`src/rtl/mem_access_ctrl_if.sv`:
```
// Request/response and data-memory strobe bundle for mem_access_ctrl.
// slave: the controller; master: the CPU MEM stage plus the memory read-data return.
interface mem_access_ctrl_if;
    logic        req_valid;
    logic        req_ready;
    logic        req_we;
    logic [1:0]  req_size;
    logic        req_sext;
    logic [31:0] req_addr;
    logic [31:0] req_wdata;
    logic        resp_valid;
    logic [31:0] resp_rdata;
    logic        resp_err;
    logic        mem_ce;
    logic        mem_we;
    logic [31:0] mem_addr;
    logic [31:0] mem_wdata;
    logic [3:0]  mem_byte_slct;
    logic [31:0] mem_rdata;

    modport slave (
        input  req_valid, req_we, req_size, req_sext, req_addr, req_wdata, mem_rdata,
        output req_ready, resp_valid, resp_rdata, resp_err,
        output mem_ce, mem_we, mem_addr, mem_wdata, mem_byte_slct
    );

    modport master (
        output req_valid, req_we, req_size, req_sext, req_addr, req_wdata, mem_rdata,
        input  req_ready, resp_valid, resp_rdata, resp_err,
        input  mem_ce, mem_we, mem_addr, mem_wdata, mem_byte_slct
    );
endinterface

```
`src/rtl/mem_access_ctrl.sv`:
```
// Sequential data-memory access controller: one load/store at a time, alignment check,
// held memory strobes for WAIT_CYCLES+1 cycles, lane-aligned and extended load data.
module mem_access_ctrl #(
    parameter int unsigned WAIT_CYCLES = 1,
    parameter int unsigned CNT_W       = 4
) (
    input  logic               clk,
    input  logic               rst,
    mem_access_ctrl_if.slave   bus
);
    localparam logic [CNT_W-1:0] CNT_LAST = CNT_W'(WAIT_CYCLES);

    typedef enum logic [1:0] {
        IDLE   = 2'd0,
        ACCESS = 2'd1,
        RESP   = 2'd2
    } state_t;

    state_t           state;
    logic [CNT_W-1:0] cnt;
    logic             we_q;
    logic             sext_q;
    logic             err_q;
    logic [1:0]       size_q;
    logic [31:0]      addr_q;
    logic [31:0]      wdata_q;
    logic [31:0]      rd_q;
    logic             misaligned;
    logic [7:0]       rd_byte;
    logic [15:0]      rd_half;

    always_comb begin
        misaligned = (bus.req_size == 2'b11)
                   | ((bus.req_size == 2'b01) & bus.req_addr[0])
                   | ((bus.req_size == 2'b10) & (bus.req_addr[1:0] != 2'b00));
    end

    // Controller state and latched request; every output below decodes these flops only.
    always_ff @(posedge clk) begin
        if (rst) begin
            state   <= IDLE;
            cnt     <= '0;
            we_q    <= 1'b0;
            sext_q  <= 1'b0;
            err_q   <= 1'b0;
            size_q  <= 2'b00;
            addr_q  <= '0;
            wdata_q <= '0;
            rd_q    <= '0;
        end else begin
            case (state)
                IDLE: begin
                    if (bus.req_valid) begin
                        we_q    <= bus.req_we;
                        sext_q  <= bus.req_sext;
                        size_q  <= bus.req_size;
                        addr_q  <= bus.req_addr;
                        wdata_q <= bus.req_wdata;
                        err_q   <= misaligned;
                        rd_q    <= '0;
                        cnt     <= '0;
                        state   <= misaligned ? RESP : ACCESS;
                    end
                end
                ACCESS: begin
                    cnt <= cnt + CNT_W'(1);
                    if (cnt == CNT_LAST) begin
                        if (!we_q) begin
                            rd_q <= bus.mem_rdata;
                        end
                        state <= RESP;
                    end
                end
                RESP: begin
                    state <= IDLE;
                end
                default: begin
                    state <= IDLE;
                end
            endcase
        end
    end

    always_comb begin
        case (addr_q[1:0])
            2'b00:   rd_byte = rd_q[7:0];
            2'b01:   rd_byte = rd_q[15:8];
            2'b10:   rd_byte = rd_q[23:16];
            default: rd_byte = rd_q[31:24];
        endcase
        rd_half = addr_q[1] ? rd_q[31:16] : rd_q[15:0];
    end

    // Handshake and memory strobes; rst forces everything quiet within the reset cycle.
    always_comb begin
        bus.req_ready     = (state == IDLE) && !rst;
        bus.mem_ce        = 1'b0;
        bus.mem_we        = 1'b0;
        bus.mem_addr      = '0;
        bus.mem_wdata     = '0;
        bus.mem_byte_slct = 4'b0000;
        if ((state == ACCESS) && !rst) begin
            bus.mem_ce   = 1'b1;
            bus.mem_we   = we_q;
            bus.mem_addr = {addr_q[31:2], 2'b00};
            if (we_q) begin
                case (size_q)
                    2'b00: begin
                        bus.mem_byte_slct = 4'b0001 << addr_q[1:0];
                        bus.mem_wdata     = {4{wdata_q[7:0]}};
                    end
                    2'b01: begin
                        bus.mem_byte_slct = addr_q[1] ? 4'b1100 : 4'b0011;
                        bus.mem_wdata     = {2{wdata_q[15:0]}};
                    end
                    default: begin
                        bus.mem_byte_slct = 4'b1111;
                        bus.mem_wdata     = wdata_q;
                    end
                endcase
            end
        end
    end

    always_comb begin
        bus.resp_valid = 1'b0;
        bus.resp_err   = 1'b0;
        bus.resp_rdata = '0;
        if ((state == RESP) && !rst) begin
            bus.resp_valid = 1'b1;
            bus.resp_err   = err_q;
            if (!we_q && !err_q) begin
                case (size_q)
                    2'b00:   bus.resp_rdata = {{24{sext_q & rd_byte[7]}}, rd_byte};
                    2'b01:   bus.resp_rdata = {{16{sext_q & rd_half[15]}}, rd_half};
                    default: bus.resp_rdata = rd_q;
                endcase
            end
        end
    end
endmodule

```
`src/flat_wrapper.sv`:
```
// flat-port wrapper written by rule: the top's interface ports become plain ports
module mem_access_ctrl_flat 
#(
    parameter int unsigned WAIT_CYCLES = 1,
    parameter int unsigned CNT_W       = 4
)
  (clk, rst, bus_req_valid, bus_req_we, bus_req_size, bus_req_sext, bus_req_addr, bus_req_wdata, bus_mem_rdata, bus_req_ready, bus_resp_valid, bus_resp_rdata, bus_resp_err, bus_mem_ce, bus_mem_we, bus_mem_addr, bus_mem_wdata, bus_mem_byte_slct);
  mem_access_ctrl_if bus_i ();
  input  logic clk;
  input  logic rst;
  input wire logic [$bits(bus_i.req_valid)-1:0] bus_req_valid;
  input wire logic [$bits(bus_i.req_we)-1:0] bus_req_we;
  input wire logic [$bits(bus_i.req_size)-1:0] bus_req_size;
  input wire logic [$bits(bus_i.req_sext)-1:0] bus_req_sext;
  input wire logic [$bits(bus_i.req_addr)-1:0] bus_req_addr;
  input wire logic [$bits(bus_i.req_wdata)-1:0] bus_req_wdata;
  input wire logic [$bits(bus_i.mem_rdata)-1:0] bus_mem_rdata;
  output wire logic [$bits(bus_i.req_ready)-1:0] bus_req_ready;
  output wire logic [$bits(bus_i.resp_valid)-1:0] bus_resp_valid;
  output wire logic [$bits(bus_i.resp_rdata)-1:0] bus_resp_rdata;
  output wire logic [$bits(bus_i.resp_err)-1:0] bus_resp_err;
  output wire logic [$bits(bus_i.mem_ce)-1:0] bus_mem_ce;
  output wire logic [$bits(bus_i.mem_we)-1:0] bus_mem_we;
  output wire logic [$bits(bus_i.mem_addr)-1:0] bus_mem_addr;
  output wire logic [$bits(bus_i.mem_wdata)-1:0] bus_mem_wdata;
  output wire logic [$bits(bus_i.mem_byte_slct)-1:0] bus_mem_byte_slct;
  assign bus_i.req_valid = bus_req_valid;
  assign bus_i.req_we = bus_req_we;
  assign bus_i.req_size = bus_req_size;
  assign bus_i.req_sext = bus_req_sext;
  assign bus_i.req_addr = bus_req_addr;
  assign bus_i.req_wdata = bus_req_wdata;
  assign bus_i.mem_rdata = bus_mem_rdata;
  assign bus_req_ready = bus_i.req_ready;
  assign bus_resp_valid = bus_i.resp_valid;
  assign bus_resp_rdata = bus_i.resp_rdata;
  assign bus_resp_err = bus_i.resp_err;
  assign bus_mem_ce = bus_i.mem_ce;
  assign bus_mem_we = bus_i.mem_we;
  assign bus_mem_addr = bus_i.mem_addr;
  assign bus_mem_wdata = bus_i.mem_wdata;
  assign bus_mem_byte_slct = bus_i.mem_byte_slct;
  mem_access_ctrl #(.WAIT_CYCLES(WAIT_CYCLES), .CNT_W(CNT_W)) u_core (.clk(clk), .rst(rst), .bus(bus_i));
endmodule
```
`config.mk`:
```
export PLATFORM = sky130hd
export DESIGN_NAME = mem_access_ctrl_flat
export DESIGN_NICKNAME = d
export VERILOG_FILES = /design/src/rtl/mem_access_ctrl_if.sv /design/src/rtl/mem_access_ctrl.sv /design/src/flat_wrapper.sv
export SDC_FILE = /design/constraint.sdc
export NUM_CORES = 1
export LEC_CHECK = 0
export ABC_AREA = 1
export BUFFER_PORTS_ARGS = -buffer_cell sky130_fd_sc_hd__buf_2
export CAP_MARGIN = 20
export CORE_MARGIN = 5
export CORE_UTILIZATION = 53
export CTS_CLUSTER_SIZE = 30
export DETAILED_ROUTE_END_ITERATION = 10
export GPL_ROUTABILITY_DRIVEN = 0
export HOLD_SLACK_MARGIN = 0.08
export PLACE_DENSITY = 0.95
export SLEW_MARGIN = 20
export SYNTH_ARGS = -nofsm -noshare
export SYNTH_HDL_FRONTEND = slang
export SYNTH_SLANG_ARGS = --single-unit
```
`constraint.sdc`:
```
create_clock -name clk -period 3.7 [get_ports clk]
set_input_delay 1.11 -clock clk [delete_from_list [all_inputs] [get_ports clk]]
set_output_delay 1.11 -clock clk [all_outputs]
set_load 0.01 [all_outputs]
```
==> results of run 1 <==
[critical path, cell delays in order]
cell	delay, ns
sky130_fd_sc_hd__buf_2	0.15
sky130_fd_sc_hd__nor2_1	0.14
sky130_fd_sc_hd__nand2_1	0.12
sky130_fd_sc_hd__nor2_4	0.22
sky130_fd_sc_hd__inv_2	0.16
sky130_fd_sc_hd__a221oi_1	0.27
sky130_fd_sc_hd__buf_2	0.19
[cell type report]
class                      instances  area (um^2)  area share
clock inverter                     2         12.5     0.00189
timing repair buffer             216         1120       0.169
tap                              136          170      0.0256
multi-input combinational        543         2690       0.406
sequential                       107         2140       0.323
inverter                          90          343      0.0517
clock buffer                      12          155      0.0234
[metal layers]
metal | GRT usage | vias up
li1 | - | 2871
met1 | 0.297 | 2658
met2 | 0.422 | 292
met3 | 0.0799 | 59
met4 | 0.127 | 2
met5 | 0 | -
[worst max path at each step]
stage / to / slack (ns) / from / cells past startpoint
after detailed placement: bus_resp_rdata[11] / 0.29 / rst / 8
after floorplan: bus_resp_rdata[21] / 0.59 / rst / 6
after CTS: bus_resp_rdata[11] / 0.28 / rst / 8
after global routing: bus_resp_rdata[12] / 0.11 / rst / 8
final: bus_mem_byte_slct[1] / 0.23 / rst / 7
after global placement: bus_resp_rdata[8] / 0.33 / rst / 8
[power by group]
part / switching [mW] / total [mW] / internal [mW]
clock: 0.376 / 0.650 / 0.274
sequential: 0.0801 / 1.36 / 1.28
combinational: 0.413 / 0.634 / 0.221
[placed cells by master, fill, tap and decap left out, drive strengths merged, types with 2 or more instances in the layout]
cell type  netlist  routed
o22ai            9       9
clkbuf          21      12
o211ai           2       2
nor3             6       6
buf             30     216
ha               2       2
nor2           205     205
a21oi           58      58
dfxtp          107     107
conb             1       2
nand3           14      14
o21ai          103     103
inv             90      90
nand2          105     105
a22oi           32      32
[cells by family after synthesis]
| kind of cell | count (synthesis) | synth area share |
|---|---|---|
| adders and majority gates | 2 | 0.00459 |
| xor gates and xnor gates | 1 | 0.00161 |
| buffers and inverters | 141 | 0.113 |
| other | 1 | 0.000688 |
| AOI/OAI and AO/OA | 206 | 0.236 |
| and+or+nand+nor | 332 | 0.251 |
| DFF | 107 | 0.393 |
[state kept, by name, summed over array words and instances (netlist names)]
| signal | flops |
|---|---|
| u_core.we_q | 1 |
| u_core.state | 2 |
| u_core.rd_q | 32 |
| u_core.size_q | 2 |
| u_core.wdata_q | 32 |
| u_core.cnt | 4 |
| u_core.addr_q | 32 |
| u_core.err_q | 1 |
| u_core.sext_q | 1 |
[through the flow]
step | setup WS (ns) | utilization | std cells
floorplan | 0.591 | - | 791
global placement | 0.330 | 0.635 | 1092
global route | 0.114 | 0.652 | 1106
finish | 0.228 | 0.652 | 1106
detailed placement | 0.285 | 0.635 | 1092
CTS | 0.279 | 0.652 | 1106
==> Implementation_results.wiki, run 1 <==
{| class="wikitable"
! Metric !! Value
|-
| Number of placement rows || 37
|-
| Sum of internal, switching and leakage power || 2.65 mW
|-
| Area leader, netlist || sky130_fd_sc_hd__dfxtp_1
|-
| Number of violations reported at the end of detailed-routing iteration 0 || 438
|-
| Sink of the worst hold path || u_core.addr_q[24]$_SDFFE_PP0P_
|-
| Placed wire-length estimate after detailed placement || 11900 um
|-
| Post-synth design cell area || 5450 um^2
|-
| Count of final hold-check violations || 0
|-
| Cell Area, Placed || 6470 um^2
|-
| Worst slew margin relative to its limit || 0.395
|-
| Number of filler instances in the final layout || 903
|-
| Worst-case register-to-register setup slack || 1.59 ns
|-
| Vias per inst || 5.32
|-
| Worst hold slack || 0.458 ns
|-
| Kind of critical path || in2out
|-
| Routed wire length per instance || 14.6 um
|-
| Vias in the first global route || 5725
|-
| Setup repair after global routing missed its margin || false
|-
| Worst Setup End Kind || primary output
|-
| Max-cap violation count || 0
|-
| Fraction of layout cells with a size suffix above 1 || 0.298
|-
| Unique cell type count in the Yosys netlist || 33
|-
| Transition time at the pin with the least slew margin || 0.905 ns
|-
| Area of all placed cells without fillers || 6640 um^2
|-
| Initial standard-cell utilization of the core || 0.535
|-
| Vias || 5882
|-
| Cell area power density || 399 nW/um^2
|-
| Post-synth top flop || sky130_fd_sc_hd__dfxtp_1
|-
| Met1 WL || 6380 um
|-
| Top-level I/O count || 208
|-
| Final global-route overflow total || 0
|-
| Sequential-to-total area share from yosys stat || 0.393
|-
| Total of buffers placed on input and output ports || 205
|-
| Total number of H-tree levels || 3
|-
| Mean instance size in the synthesized netlist || 6.90 um^2
|-
| Top sig layer || met5
|-
| Area share of the leading cell type in the synthesized netlist || 0.393
|-
| Worst skew pair latency || 0.36 ns
|-
| TritonCTS clock tree || built
|-
| Number of design rule violations left after detail routing || 0
|-
| Max frequency || 288 MHz
|-
| Final Max Slew Viols || 0
|-
| Class of the tightest hold or removal check || reg2reg
|-
| CP required || 2.59 ns
|-
| VDD IR-drop max || 0.000213 V
|-
| Pin count of the biggest net entering global routing || 85
|-
| Top cells by area, synth || sky130_fd_sc_hd__dfxtp_1 39%, sky130_fd_sc_hd__nor2_1 13%, sky130_fd_sc_hd__o21ai_0 9.5%
|-
| Number of warnings issued by yosys || 0
|-
| Cell depth of the worst flop-to-flop path || 6
|-
| Leak || 3.24 nW
|-
| Post-CTS resize count || 0
|-
| Number of enable flip-flop cells after synthesis || 0
|-
| Number of antenna violations at the first check in global routing || 1
|-
| Critical-path maximum fanout || 13
|-
| Clock slew at reported path FFs || 0.09 ns
|-
| Global-route wire length before repair || 26300 um
|-
| Share of the clock period used by the worst path after layout || 0.938
|-
| Net count of the finished layout || 1072
|-
| Hold path startpoint || u_core.addr_q[24]$_SDFFE_PP0P_
|-
| Startpoint of the most critical register-to-register path || u_core.state[0]$_SDFFE_PP0P_
|-
| Async S/R FF share, synth || 0
|-
| Setup TNS || 0 ns
|-
| Met3 wire length || 1720 um
|-
| Sum of routed wire length over all layers || 16200 um
|-
| Status || completed
|-
| Worst Hold Path Cells || 2
|-
| Destination of the worst register-to-register timing path || u_core.rd_q[31]$_SDFFE_PP0P_
|-
| Number of buffers inserted by hold repair at cts || 0
|-
| Number of antenna cells inserted || 0
|-
| Combined global-route utilization of all metal layers || 0.254
|-
| Data arrival time at the worst-slack endpoint || 2.36 ns
|-
| Minimum clock period after layout || 3.47 ns
|-
| Die boundary width || 111 um
|-
| Skew final || 0.00993 ns
|-
| Post-CTS setup buffer count || 0
|-
| Sinks on the clock net || 107
|-
| First-pass DRT Iterations || 5
|-
| Die Outline Area || 12400 um^2
|-
| Seq cells post-synth || 107
|-
| Final antenna-violating net count || 0
|-
| Synthesis-to-finish area growth || 21.8%
|-
| Setup-failing EPs final || 0
|-
| Die H || 111 um
|-
| Most frequent cell after synthesis || sky130_fd_sc_hd__nor2_1
|-
| Root buffer cell || sky130_fd_sc_hd__clkbuf_8
|-
| Met2 wire length || 7480 um
|-
| Number of instances in the synthesized netlist || 790
|-
| Element type at the critical path start || input port
|-
| Core box area || 10200 um^2
|-
| Number of clock buffers inserted by TritonCTS || 9
|-
| Leading post-synthesis cells by instance count || 192 x sky130_fd_sc_hd__nor2_1, 107 x sky130_fd_sc_hd__dfxtp_1, 103 x sky130_fd_sc_hd__o21ai_0
|-
| Maximum buffer depth of the clock tree || 2
|}
Note: power is estimated with default switching activity, not from simulation.
==> run 2, diff against run 1 <==
- ABC_AREA: 1 -> unset
==> run 2 against run 1 <==
Register-to-register slack lost 0.04 ns. Maximum frequency down 1.2%. First-iteration DRC count up 55%. Non-clock buffer count up 6. Count of clock-buffer cells in the layout is 2 lower. Worst setup slack worse by 0.041 ns. Synthesized cell count is 10% lower. Worst hold slack lost 0.0030 ns. Clock skew rose by 0.0042 ns. Combinational power decreased by 14%. Via count is 3.1% lower. Core utilization grew 0.37 points.
==> Implementation_results.wiki, run 2 <==
{| class="wikitable"
! Metric !! Value
|-
| Top-level I/O count || 208 (unchanged)
|-
| Die H || 112 um (was 111 um)
|-
| Most frequent cells in the layout || 212 x sky130_fd_sc_hd__nand2_1, 205 x sky130_fd_sc_hd__buf_2, 116 x sky130_fd_sc_hd__a21oi_1 (was 205 x sky130_fd_sc_hd__buf_2, 192 x sky130_fd_sc_hd__nor2_1, 107 x sky130_fd_sc_hd__dfxtp_1)
|-
| Stage delay of the slowest cell on the critical path || 0.69 ns (was 0.27 ns)
|-
| Global-route wire length before repair || 26900 um (was 26300 um)
|-
| CP required || 2.59 ns (about the same)
|-
| Element type at the critical path start || register (was input port)
|-
| Most common library cell in the layout ignoring fill and taps || sky130_fd_sc_hd__nand2_1 (was sky130_fd_sc_hd__buf_2)
|-
| Final Max Slew Viols || 0 (unchanged)
|-
| Setup-failing EPs final || 0 (unchanged)
|-
| Max-cap violation count || 0 (unchanged)
|-
| Cell depth of the worst flop-to-flop path || 4 (was 6)
|-
| Number of violations reported at the end of detailed-routing iteration 0 || 680 (was 438)
|-
| Post-CTS setup buffer count || 0 (unchanged)
|-
| Synthesis-to-finish area growth || 21.9% (was 21.8%)
|-
| Total of buffers placed on input and output ports || 205 (unchanged)
|-
| Share of the clock period used by the worst path after layout || 0.949 (was 0.938)
|-
| Top cells by area, synth || sky130_fd_sc_hd__dfxtp_1 39%, sky130_fd_sc_hd__nand2_1 14%, sky130_fd_sc_hd__a21oi_1 11% (was sky130_fd_sc_hd__dfxtp_1 39%, sky130_fd_sc_hd__nor2_1 13%, sky130_fd_sc_hd__o21ai_0 9.5%)
|-
| Maximum buffer depth of the clock tree || 2 (unchanged)
|-
| Most frequent cell after synthesis || sky130_fd_sc_hd__nand2_1 (was sky130_fd_sc_hd__nor2_1)
|-
| Die boundary width || 112 um (was 111 um)
|-
| Root buffer cell || sky130_fd_sc_hd__clkbuf_8 (unchanged)
|-
| Sequential-to-total area share from yosys stat || 0.390 (was 0.393)
|-
| Data arrival time at the worst-slack endpoint || 2.40 ns (was 2.36 ns)
|-
| Worst Hold Path Cells || 2 (unchanged)
|-
| Minimum clock period after layout || 3.51 ns (was 3.47 ns)
|-
| Transition time at the pin with the least slew margin || 0.732 ns (was 0.905 ns)
|-
| Area share of the leading cell type in the synthesized netlist || 0.390 (was 0.393)
|-
| Post-CTS resize count || 0 (unchanged)
|-
| Number of buffers inserted by hold repair at cts || 0 (unchanged)
|-
| Die Outline Area || 12500 um^2 (was 12400 um^2)
|-
| Initial standard-cell utilization of the core || 0.537 (was 0.535)
|-
| Area leader, netlist || sky130_fd_sc_hd__dfxtp_1 (unchanged)
|-
| Core box area || 10200 um^2 (about the same)
|-
| Number of enable flip-flop cells after synthesis || 0 (unchanged)
|-
| Sum of routed wire length over all layers || 16600 um (was 16200 um)
|-
| Post-synth design cell area || 5500 um^2 (was 5450 um^2)
|-
| Unique cell type count in the Yosys netlist || 44 (was 33)
|-
| Async S/R FF share, synth || 0 (unchanged)
|-
| Sum of internal, switching and leakage power || 2.63 mW (was 2.65 mW)
|-
| Sinks on the clock net || 107 (unchanged)
|-
| First-pass DRT Iterations || 7 (was 5)
|-
| Skew final || 0.0141 ns (was 0.00993 ns)
|-
| Destination of the worst register-to-register timing path || u_core.state[0]$_SDFFE_PP0P_ (was u_core.rd_q[31]$_SDFFE_PP0P_)
|-
| Seq cells post-synth || 107 (unchanged)
|-
| Leading post-synthesis cells by instance count || 212 x sky130_fd_sc_hd__nand2_1, 116 x sky130_fd_sc_hd__a21oi_1, 107 x sky130_fd_sc_hd__dfxtp_1 (was 192 x sky130_fd_sc_hd__nor2_1, 107 x sky130_fd_sc_hd__dfxtp_1, 103 x sky130_fd_sc_hd__o21ai_0)
|-
| Routed wire length per instance || 16.2 um (was 14.6 um)
|-
| Number of instances in the synthesized netlist || 709 (was 790)
|-
| Number of design rule violations left after detail routing || 0 (unchanged)
|-
| Number of antenna violations at the first check in global routing || 2 (was 1)
|-
| Status || completed (unchanged)
|-
| Worst-case register-to-register setup slack || 1.55 ns (was 1.59 ns)
|-
| Max frequency || 285 MHz (was 288 MHz)
|-
| Startpoint of the most critical register-to-register path || u_core.state[0]$_SDFFE_PP0P_ (unchanged)
|-
| Setup repair after global routing missed its margin || false (unchanged)
|-
| Combined global-route utilization of all metal layers || 0.259 (was 0.254)
|-
| Post-synth top flop || sky130_fd_sc_hd__dfxtp_1 (unchanged)
|-
| Placed wire-length estimate after detailed placement || 12000 um (was 11900 um)
|-
| Sink of the worst hold path || u_core.addr_q[27]$_SDFFE_PP0P_ (was u_core.addr_q[24]$_SDFFE_PP0P_)
|-
| Worst Setup End Kind || primary output (unchanged)
|-
| Worst skew pair latency || 0.37 ns (was 0.36 ns)
|-
| List of cells traversed by the critical path || nor2b_1, o21ai_1, a222oi_1, nor2_1, buf_2 (was buf_2, nor2_1, nand2_1, nor2_4, inv_2, a221oi_1, buf_2)
|-
| Number of warnings issued by yosys || 0 (unchanged)
|-
| Kind of critical path || reg2out (was in2out)
|-
| Hold path startpoint || u_core.addr_q[27]$_SDFFE_PP0P_ (was u_core.addr_q[24]$_SDFFE_PP0P_)
|-
| Total number of H-tree levels || 3 (unchanged)
|-
| Mean instance size in the synthesized netlist || 7.76 um^2 (was 6.90 um^2)
|-
| Critical-path maximum fanout || 15 (was 13)
|-
| Clock slew at reported path FFs || 0.10 ns (was 0.09 ns)
|-
| Worst slew margin relative to its limit || 0.508 (was 0.395)
|-
| Fraction of layout cells with a size suffix above 1 || 0.319 (was 0.298)
|-
| Number of placement rows || 37 (unchanged)
|-
| Pin count of the biggest net entering global routing || 70 (was 85)
|-
| Net count of the finished layout || 986 (was 1072)
|-
| Final global-route overflow total || 0 (unchanged)
|-
| Vias in the first global route || 5448 (was 5725)
|-
| Final antenna-violating net count || 0 (unchanged)
|-
| Vias || 5699 (was 5882)
|-
| VDD IR-drop max || 0.000249 V (was 0.000213 V)
|-
| Cell with the largest stage delay on the worst path || sky130_fd_sc_hd__dfxtp_1 (was sky130_fd_sc_hd__a221oi_1)
|-
| Number of antenna cells inserted || 0 (unchanged)
|-
| TritonCTS clock tree || built (unchanged)
|-
| Count of final hold-check violations || 0 (unchanged)
|-
| Top flop regs || u_core.addr_q x32, u_core.rd_q x32, u_core.wdata_q x32 (unchanged)
|-
| Cell area power density || 392 nW/um^2 (was 399 nW/um^2)
|-
| Number of filler instances in the final layout || 890 (was 903)
|-
| Number of clock buffers inserted by TritonCTS || 9 (unchanged)
|-
| Class of the tightest hold or removal check || reg2reg (unchanged)
|-
| Vias per inst || 5.58 (was 5.32)
|-
| Leak || 2.92 nW (was 3.24 nW)
|-
| Setup TNS || 0 ns (unchanged)
|}
run 2: cell type report:
cell class / instances / area [um^2] / share of cell area
Clock buffer: 10 / 138 / 0.0205
Clock inverter: 6 / 67.6 / 0.0101
Inverter: 14 / 52.6 / 0.00784
Multi-Input combinational cell: 527 / 2980 / 0.444
Sequential cell: 107 / 2140 / 0.320
Tap cell: 136 / 170 / 0.0254
Timing Repair Buffer: 222 / 1150 / 0.172
run 2: report_power, final:
part / switching, mW / internal [mW] / leakage [nW] / total [mW]
clock: 0.445 / 0.286 / 0.105 / 0.731
combinational: 0.301 / 0.245 / 1.93 / 0.546
sequential: 0.0953 / 1.25 / 0.880 / 1.35
total: 0.841 / 1.79 / 2.92 / 2.63
run 2: worst max-delay path by stage:
stage | from | to | slack [ns] | cells past startpoint
after floorplan | rst | bus_resp_rdata[7] | 0.27 | 4
after CTS | u_core.size_q[0]$_SDFFE_PP0P_ | bus_resp_rdata[6] | 0.27 | 5
after global routing | u_core.size_q[0]$_SDFFE_PP0P_ | bus_resp_rdata[1] | 0.05 | 5
after detailed placement | rst | bus_resp_rdata[10] | 0.30 | 6
final | u_core.size_q[0]$_SDFFE_PP0P_ | bus_resp_rdata[5] | 0.19 | 5
after global placement | rst | bus_resp_rdata[7] | 0.36 | 5
run 2: per-stage QoR:
step           utilization  worst slack, ns  instances  cell area, um^2  hold slack, ns
6_report             0.655            0.187       1022             6700           0.455
5_1_grt              0.655           0.0453       1022             6700           0.481
4_1_cts              0.655            0.275       1022             6700           0.458
3_5_place_dp         0.635            0.304       1006             6500           0.442
3_3_place_gp         0.635            0.361       1006             6500           0.437
2_1_floorplan            -            0.269        710             5500           0.432
run 2: logic make-up (layout without fill, tap and decap cells):
group                    Yosys count  in the layout  synth area share
other                              1              2          0.000682
flip-flops                       107            107             0.390
AND/OR/NAND/NOR                  319            319             0.248
AO/OA/AOI/OAI                    184            184             0.248
multiplexers                      20             20            0.0369
adder cells (fa/ha/maj)            2              2           0.00455
buffers and inverters             76            252            0.0730
run 2: metal layers:
metal / vias to the layer above / global-route usage / share of wire
li1: 2718 / - / -
met1: 2595 / 0.319 / 0.39
met2: 331 / 0.416 / 0.47
met3: 51 / 0.0984 / 0.11
met4: 4 / 0.0852 / 0.027
met5: - / 0 / 0.0016
run 2: worst max-delay path, delay by kind of cell (launching register included):
family / cells / cell delay (ns)
AOI/OAI and AO/OA: 2 / 0.86
DFF: 1 / 0.69
and+or+nand+nor: 2 / 0.34
buffers and inverters: 1 / 0.15
